<file path="config.mk">
export PLATFORM = sky130hd
export DESIGN_NAME = screen_frame_feeder
export DESIGN_NICKNAME = d
export VERILOG_FILES = /design/src/rtl/screen_frame_feeder.sv
export SDC_FILE = /design/constraint.sdc
export NUM_CORES = 1
export LEC_CHECK = 0
export BUFFER_PORTS_ARGS = -buffer_cell sky130_fd_sc_hd__buf_2
export CORE_ASPECT_RATIO = 2
export CORE_MARGIN = 5
export CORE_UTILIZATION = 25
export CTS_CLUSTER_DIAMETER = 40
export DETAILED_ROUTE_END_ITERATION = 10
export HOLD_SLACK_MARGIN = 0.12
export PLACE_DENSITY = 0.45
export SLEW_MARGIN = 20
export SYNTH_ARGS = -nofsm -noshare
export SYNTH_HDL_FRONTEND = slang
export SYNTH_SLANG_ARGS = --single-unit
</file>
<file path="constraint.sdc">
create_clock -name clk -period 5.4 [get_ports clk]
set_input_delay 0.54 -clock clk [delete_from_list [all_inputs] [get_ports clk]]
set_output_delay 0.54 -clock clk [all_outputs]
set_load 0.02 [all_outputs]
</file>
<file path="src/rtl/screen_frame_feeder.sv">
// screen_frame_feeder
//   CPU-bus peripheral feeding the screen64x64 matrix. Software writes a START
//   command and then streams 12-bit pixels into a small FIFO. The block replays
//   them as one init pulse followed by paced wr_data pulses with the pixel on
//   mat_in. It also reports busy/done/overflow status.
//
// Ports
//   clk      system clock
//   reset    synchronous, active-high reset
//   cs       peripheral select
//   wr, rd   bus write / read strobes (qualified by cs)
//   addr     register select: 0=CTRL, 1=PIXEL, 2=STATUS
//   d_in     bus write data
//   d_out    registered bus read data, holds until the next read
//   mat_in   pixel to screen, {20'b0, pixel}
//   wr_data  1-cycle pixel strobe to screen
//   init     1-cycle frame-start strobe to screen
module screen_frame_feeder #(
    parameter int NUM_PIXELS = 4096,
    parameter int PIXEL_BITS = 12,
    parameter int FIFO_DEPTH = 16,
    parameter int GAP_CYCLES = 1
) (
    input  logic        clk,
    input  logic        reset,
    input  logic        cs,
    input  logic        wr,
    input  logic        rd,
    input  logic [1:0]  addr,
    input  logic [31:0] d_in,
    output logic [31:0] d_out,
    output logic [31:0] mat_in,
    output logic        wr_data,
    output logic        init
);

    localparam int AW = $clog2(FIFO_DEPTH);
    localparam int CW = $clog2(NUM_PIXELS) + 1;
    localparam int GW = $clog2(GAP_CYCLES + 1);

    localparam logic [1:0]    ADDR_CTRL   = 2'd0;
    localparam logic [1:0]    ADDR_PIXEL  = 2'd1;
    localparam logic [1:0]    ADDR_STATUS = 2'd2;
    localparam logic [AW:0]   FULL_LEVEL  = (AW + 1)'(FIFO_DEPTH);
    localparam logic [CW-1:0] LAST_COUNT  = CW'(NUM_PIXELS);
    localparam logic [GW-1:0] GAP_RELOAD  = GW'(GAP_CYCLES - 1);

    typedef enum logic [2:0] {
        IDLE,
        INIT_HI,
        INIT_LO,
        FEED_HI,
        FEED_LO
    } state_t;

    state_t                state_q, state_d;
    logic [AW:0]           wr_ptr_q, wr_ptr_d;
    logic [AW:0]           rd_ptr_q, rd_ptr_d;
    logic [CW-1:0]         pix_cnt_q, pix_cnt_d;
    logic [GW-1:0]         gap_q, gap_d;
    logic                  busy_q, busy_d;
    logic                  done_q, done_d;
    logic                  ovf_q, ovf_d;
    logic [PIXEL_BITS-1:0] mat_in_q, mat_in_d;
    logic [31:0]           d_out_q, d_out_d;

    logic [PIXEL_BITS-1:0] fifo_mem [FIFO_DEPTH];

    logic [AW:0] level;
    logic [7:0]  level_byte;
    logic        empty, full;
    logic        bus_wr, bus_rd, start, pix_wr;
    logic        push, pop;
    logic [31:0] status_word;
    logic        unused_bits;

    // Pointers carry one extra bit so full and empty are distinguishable.
    assign level      = wr_ptr_q - rd_ptr_q;
    assign level_byte = 8'(level);
    assign empty      = (level == '0);
    assign full       = (level == FULL_LEVEL);

    assign bus_wr = cs & wr;
    assign bus_rd = cs & rd;
    assign start  = bus_wr && (addr == ADDR_CTRL) && d_in[0];
    assign pix_wr = bus_wr && (addr == ADDR_PIXEL);

    assign status_word = {16'b0, level_byte, 5'b0, ovf_q, done_q, busy_q};

    assign unused_bits = ^d_in[31:PIXEL_BITS];

    always_comb begin
        state_d   = state_q;
        wr_ptr_d  = wr_ptr_q;
        rd_ptr_d  = rd_ptr_q;
        pix_cnt_d = pix_cnt_q;
        gap_d     = gap_q;
        busy_d    = busy_q;
        done_d    = done_q;
        ovf_d     = ovf_q;
        mat_in_d  = mat_in_q;
        d_out_d   = d_out_q;
        pop       = 1'b0;
        push      = 1'b0;

        case (state_q)
            IDLE: ;
            INIT_HI: state_d = INIT_LO;
            INIT_LO: begin
                state_d = FEED_LO;
                gap_d   = '0;
            end
            FEED_LO: begin
                if (gap_q != '0) begin
                    gap_d = gap_q - 1'b1;
                end else if (pix_cnt_q == LAST_COUNT) begin
                    state_d = IDLE;
                    busy_d  = 1'b0;
                    done_d  = 1'b1;
                end else if (!empty) begin
                    // Loading mat_in at the pop keeps it stable across the
                    // whole high cycle and the following gap.
                    pop      = 1'b1;
                    mat_in_d = fifo_mem[rd_ptr_q[AW-1:0]];
                    state_d  = FEED_HI;
                end
            end
            FEED_HI: begin
                pix_cnt_d = pix_cnt_q + 1'b1;
                gap_d     = GAP_RELOAD;
                state_d   = FEED_LO;
            end
            default: state_d = IDLE;
        endcase

        // A pop in the same cycle frees a slot, so a push into a full FIFO
        // is still accepted.
        push = pix_wr && (!full || pop);
        if (pix_wr && !push) begin
            ovf_d = 1'b1;
        end
        if (bus_wr && (addr == ADDR_STATUS) && d_in[2]) begin
            ovf_d = 1'b0;
        end
        if (pop) begin
            rd_ptr_d = rd_ptr_q + 1'b1;
        end
        if (push) begin
            wr_ptr_d = wr_ptr_q + 1'b1;
        end

        // START wins over whatever the FSM was doing and aborts the frame.
        if (start) begin
            state_d   = INIT_HI;
            wr_ptr_d  = '0;
            rd_ptr_d  = '0;
            pix_cnt_d = '0;
            gap_d     = '0;
            busy_d    = 1'b1;
            done_d    = 1'b0;
            mat_in_d  = mat_in_q;
        end

        if (bus_rd) begin
            d_out_d = (addr == ADDR_STATUS) ? status_word : 32'b0;
        end
    end

    always_ff @(posedge clk) begin
        if (reset) begin
            state_q   <= IDLE;
            wr_ptr_q  <= '0;
            rd_ptr_q  <= '0;
            pix_cnt_q <= '0;
            gap_q     <= '0;
            busy_q    <= 1'b0;
            done_q    <= 1'b0;
            ovf_q     <= 1'b0;
            mat_in_q  <= '0;
            d_out_q   <= '0;
        end else begin
            state_q   <= state_d;
            wr_ptr_q  <= wr_ptr_d;
            rd_ptr_q  <= rd_ptr_d;
            pix_cnt_q <= pix_cnt_d;
            gap_q     <= gap_d;
            busy_q    <= busy_d;
            done_q    <= done_d;
            ovf_q     <= ovf_d;
            mat_in_q  <= mat_in_d;
            d_out_q   <= d_out_d;
        end
    end

    // Pixel storage carries no reset; pointers define what is valid.
    always_ff @(posedge clk) begin
        if (push && !reset) begin
            fifo_mem[wr_ptr_q[AW-1:0]] <= d_in[PIXEL_BITS-1:0];
        end
    end

    assign d_out   = d_out_q;
    assign mat_in  = {{(32 - PIXEL_BITS){1'b0}}, mat_in_q};
    assign wr_data = (state_q == FEED_HI);
    assign init    = (state_q == INIT_HI);

endmodule

</file>
Word level (Yosys, flattened, before mapping)
Memory sizes are Yosys's and may differ from the RTL's. A register that Yosys moved wholly into a read port is not among the register bits.
Index checks and enable logic that the tools add are counted.
Operators by class
  add/sub/neg operators: 5
  multiply operators: 0
  div/mod/pow operators: 0
  $lt $le $gt $ge: 0
  eq/ne operators: 14
  shift-type cells: 0
  mux-type cells: 18
  bitwise gates (word level): 7
  reduce and logical (&&, ||, !) cells: 26
Operator list (count)
  13-bit by 1-bit adder with 13-bit output (second input constant): 1
  13-bit equality test (second input constant): 1
  13-bit 2-to-1 mux: 1
  1-bit 2-to-1 mux: 12
  3-bit one-hot mux with 4 select lines: 1
  3-bit AND reduction: 4
  5-bit by 1-bit adder with 5-bit output (second input constant): 2
  3-bit 2-to-1 mux: 3
  1-bit logical AND: 8
  3-bit by 2-bit equality test with 1-bit output (second input constant): 2
  3-bit inequality test (second input constant): 2
  2-bit nonzero test: 3
  2-bit OR reduction: 3
  5-bit equality test (second input constant): 1
  5-bit logical NOT: 1
  1-bit NOT: 5
  5-bit AND reduction: 1
  5-bit subtractor: 1
  2-bit inequality test (second input constant): 2
  4-bit inequality test (second input constant): 1
  3-bit by 1-bit equality test with 1-bit output (second input constant): 1
  3-bit equality test (second input constant): 1
  1-bit logical NOT: 3
  3-bit logical NOT: 1
  other kinds (8): 9
Word-level totals
  bits in registers: 62
  bits in latches: 0
  bits in writable memories: 192
  ROM bits: 0
  input bits: 39
  word-level logic and storage cells: 81
  memories kept: 1
Memories
  fifo_mem: words 16, bits a word 12, rd ports 1, clocked after Yosys merged registers in 1, write ports 1, RTL line 67  | logic [PIXEL_BITS-1:0] fifo_mem [FIFO_DEPTH];

Longest topological paths before layout
  depth after elaboration: 11
  gate-level depth with buffers: 11
  depth with buffers taken out: 9

Least setup slack after synthesis
Ideal clock, no wire load.
  path type: register to register
  start: register rd_ptr_q[1]
  end: memory fifo_mem[1][0], enable pin
  arrival: 3.349 ns
  data required time: 4.988 ns
  setup slack: 1.639 ns
  cell stages (with the launch flop): 11
  buffers on the path: 3
  period minus slack after synthesis: 3.761 ns
  path through: dfxtp_1 clkbuf_1 clkbuf_1 inv_1 ha_1 nand3b_1 nand2_1 mux2i_4 o31ai_4 buf_6 nor4_1
Between the ends
  cells in the longest elaborated chain, start to end: 11
RTL lines
  from (decl): RTL line 58  | logic [AW:0] rd_ptr_q, rd_ptr_d;
  from (signal assigned): RTL line 184  | rd_ptr_q <= rd_ptr_d;
  5-bit subtractor (*): RTL line 78  | assign level = wr_ptr_q - rd_ptr_q;
  5-bit logical NOT: RTL line 80  | assign empty = (level == '0);
  1-bit 2-to-1 mux: RTL line 120  | end else if (!empty) begin
  1-bit 2-to-1 mux: RTL line 116  | end else if (pix_cnt_q == LAST_COUNT) begin
  1-bit 2-to-1 mux: RTL line 114  | if (gap_q != '0) begin
  1-bit 2-to-1 mux: RTL line 106  | case (state_q)
  1-bit logical OR (*): RTL line 138  | push = pix_wr && (!full || pop);
  1-bit logical AND (*): RTL line 138
  1-bit logical AND (*): RTL line 197  | if (push && !reset) begin
  1-bit 2-to-1 mux (*): RTL line 197
  1-bit 2-to-1 mux (implied by the code) (*): RTL line 198  | fifo_mem[wr_ptr_q[AW-1:0]] <= d_in[PIXEL_BITS-1:0];
  to (decl): RTL line 67
Every way passes the cells marked *; elsewhere a longest branch is shown, timed or not.

Final worst setup path
  start: register rd_ptr_q[0]
  end: memory fifo_mem[5][9], enable pin
Same word-level chain as after synthesis.

==> results.py <==
metrics = {
    "placed_design": {
        "gp_congestion": 0.721,
        "place_area_um2": 10700,
        "place_ws_ns": 1.53,
        "io_buffer_count": 40,
        "hpwl_mm": 14.9,
        "placed_cells": 1170,
    },
    "clock_tree": {
        "root_buffer": "clkbuf_16",
        "clock_sinks": 241,
        "clock_latency_ns": 0.55,
        "postCtsSetupBuffers": 0,
        "cts_tree": "done",
        "h-tree-depth": 1,
        "clk_pin_slew_ns": 0.07,
        "numCtsBuffers": 26,
        "clock_path_buffers": 3,
        "postCtsHoldBufs": 0,
        "ctsResizeCount": 0,
    },
    "power": {
        "peakVddDrop_v": 0.000216,
        "fin_total_pwr_mw": 3.88,
        "p_leak_nw": 3.73,
        "p_per_area_nw_per_um2": 336,
    },
    "synth": {
        "synthMostInstantiatedCell": "edfxtp_1",
        "synth-seq-area-share": 0.681,
        "synth_edf_count": 192,
        "ys_warn_count": 0,
        "synth.top_cell.area_share": 0.582,
        "synth_cell_types": 45,
        "synthArstFlopShare": 0,
        "syn_avg_cell_area_um2": 16.1,
        "yosys_register_bits": 241,
        "synthTopCellsByCount": "edfxtp_1 (192), dfxtp_1 (49), mux4_2 (48)",
        "syn_inst": 614,
        "synth_area_um2": 9900,
        "synth-main-ff-cell": "edfxtp_1",
        "synth_area_leader_cell": "edfxtp_1",
        "synthTopCellsByArea": "edfxtp_1 (58%), mux4_2 (11%), dfxtp_1 (9.9%), buf_4 (3.6%), a22oi_1 (2.4%)",
    },
    "sta": {
        "setup_violations": 0,
        "drv_slew": 0,
        "fin_crit_sh": 0.698,
        "setup_slack_ns": 1.63,
        "tightest_slew_ns": 0.993,
        "relSlewSlack": 0.338,
        "holdWs_ns": 0.380,
        "skew_ns": 0.0211,
        "rsz0062_at_grt": "no",
        "period_needed_ns": 3.77,
        "clock.fmax_ghz": 0.265,
        "finalHoldViolCount": 0,
        "fin_setup_tns_ns": 0,
    },
    "floorplanning": {
        "die_x_um": 151,
        "dieArea_um2": 43900,
        "die_y_um": 291,
        "coreArea_um2": 39300,
        "initial_core_util": 0.252,
        "pin_count": 105,
        "num_rows": 103,
    },
    "global_routing": {
        "overflow": 0,
        "grt.total_usage": 0.108,
        "grt_pass1_vias": 5543,
        "grt_max_degree": 52,
        "antenna_found_initial": 0,
        "grt_pass1_wl_mm": 35.1,
    },
    "drt": {
        "avgViaCountPerCell": 4.30,
        "wl_mm": 23.7,
        "drc": 0,
        "first_iter_violations": 238,
        "first_pass_iters": 4,
        "ant_nets": 0,
        "wl_per_cell_um": 19.5,
        "vias": 5227,
    },
    "layout": {
        "final_area_um2": 11500,
        "finalNetCount": 724,
        "drive_gt1_frac": 0.255,
        "syn_to_final_growth_pct": 16.6,
        "utilization": 0.294,
        "fin_cells": 1216,
        "antennaDiodeCount": 0,
    },
    "setup_path": {
        "worstPathArrival_ns": 4.01,
        "critPathKind": "register to register",
        "crit_path_end_kind": "register",
        "worst_ep_required_time_ns": 5.63,
        "cp_max_fo": 23,
        "start_kind": "register",
    },
    "hold_path": {
        "worstHoldPathType": "input port to register",
    },
    "run_status": {
        "status": "completed",
    },
    "flow_run": {
        "maxCapViolations": 0,
    },
}
-- power by group --
part	leakage, nW	internal [mW]	switching [mW]
clock	0.415	1.03	0.762
combinational	1.19	0.0120	0.0705
sequential	2.12	2.00	0.00118
total	3.73	3.05	0.834
-- cell families (layout without fill, tap and decap cells) --
family          count (synthesis)  in the layout  synth area share
xor+xnor                       19             19            0.0176
other cells                     1             44          0.000379
compound gates                 84             84            0.0576
mux                            50             50             0.112
fa+ha+maj                      12             12            0.0159
flops                         241            241             0.681
buf+inv                        85            119            0.0518
simple gates                  122            122            0.0630
-- critical path, cell delays in order, from the launching register on --
cell	delay (ns)
dfxtp_4	0.67
ha_1	0.28
fa_1	0.44
inv_1	0.13
nor4_4	0.06
mux2i_4	0.32
o31ai_4	0.28
or3b_4	0.47
nor2_1	0.50
buf_4	0.31
-- routing by layer --
metal / up-vias / part of all wire / GRT usage
met3: 36 / 0.058 / 0.0181
met4: 0 / 0.034 / 0.0458
met5: - / 0 / 0
met1: 2643 / 0.37 / 0.120
li1: 2387 / - / -
met2: 161 / 0.54 / 0.199
-- worst paths after layout --
| path | start | to | slack (ns) | depth (start not counted) |
|---|---|---|---|---|
| setup / recovery | rd_ptr_q[0] | fifo_mem[5][9] | 1.63 | 9 |
| hold / removal | d_in[8] | fifo_mem[11][8] | 0.38 | 1 |
| setup reg to reg | rd_ptr_q[0] | fifo_mem[5][9] | 1.63 | 9 |
| hold reg to reg | done_q | done_q | 0.44 | 2 |
-- area by class of cell --
type | count | area [um^2]
fill | 3958 | 27800
timing repair buffer | 61 | 358
tap | 525 | 657
inverter | 12 | 45.0
clock inverter | 17 | 179
sequential | 241 | 6750
clock buffer | 29 | 693
multi-input combinational | 331 | 2860
-- cells in the final DEF, fill, tap and decap left out, types with 11 or more instances in the layout --
master	Yosys	routed
edfxtp_1	192	192
mux4_2	48	48
dfxtp_1	49	47
conb_1	1	44
nor2_1	44	42
buf_2	8	40
a22oi_1	32	32
clkbuf_16	0	27
a21oi_1	26	26
nand2_1	25	25
buf_4	47	21
inv_1	12	12
xor2_1	12	12
a21o_1	12	12
ha_1	11	11
-- sequential cells by signal, indices dropped and copies added (netlist names) --
signal	flops
mat_in_q	12
done_q	1
state_q	3
rd_ptr_q	5
wr_ptr_q	5
d_out	8
ovf_q	1
pix_cnt_q	13
fifo_mem	192
busy_q	1
(Power assumes the default switching activity.)
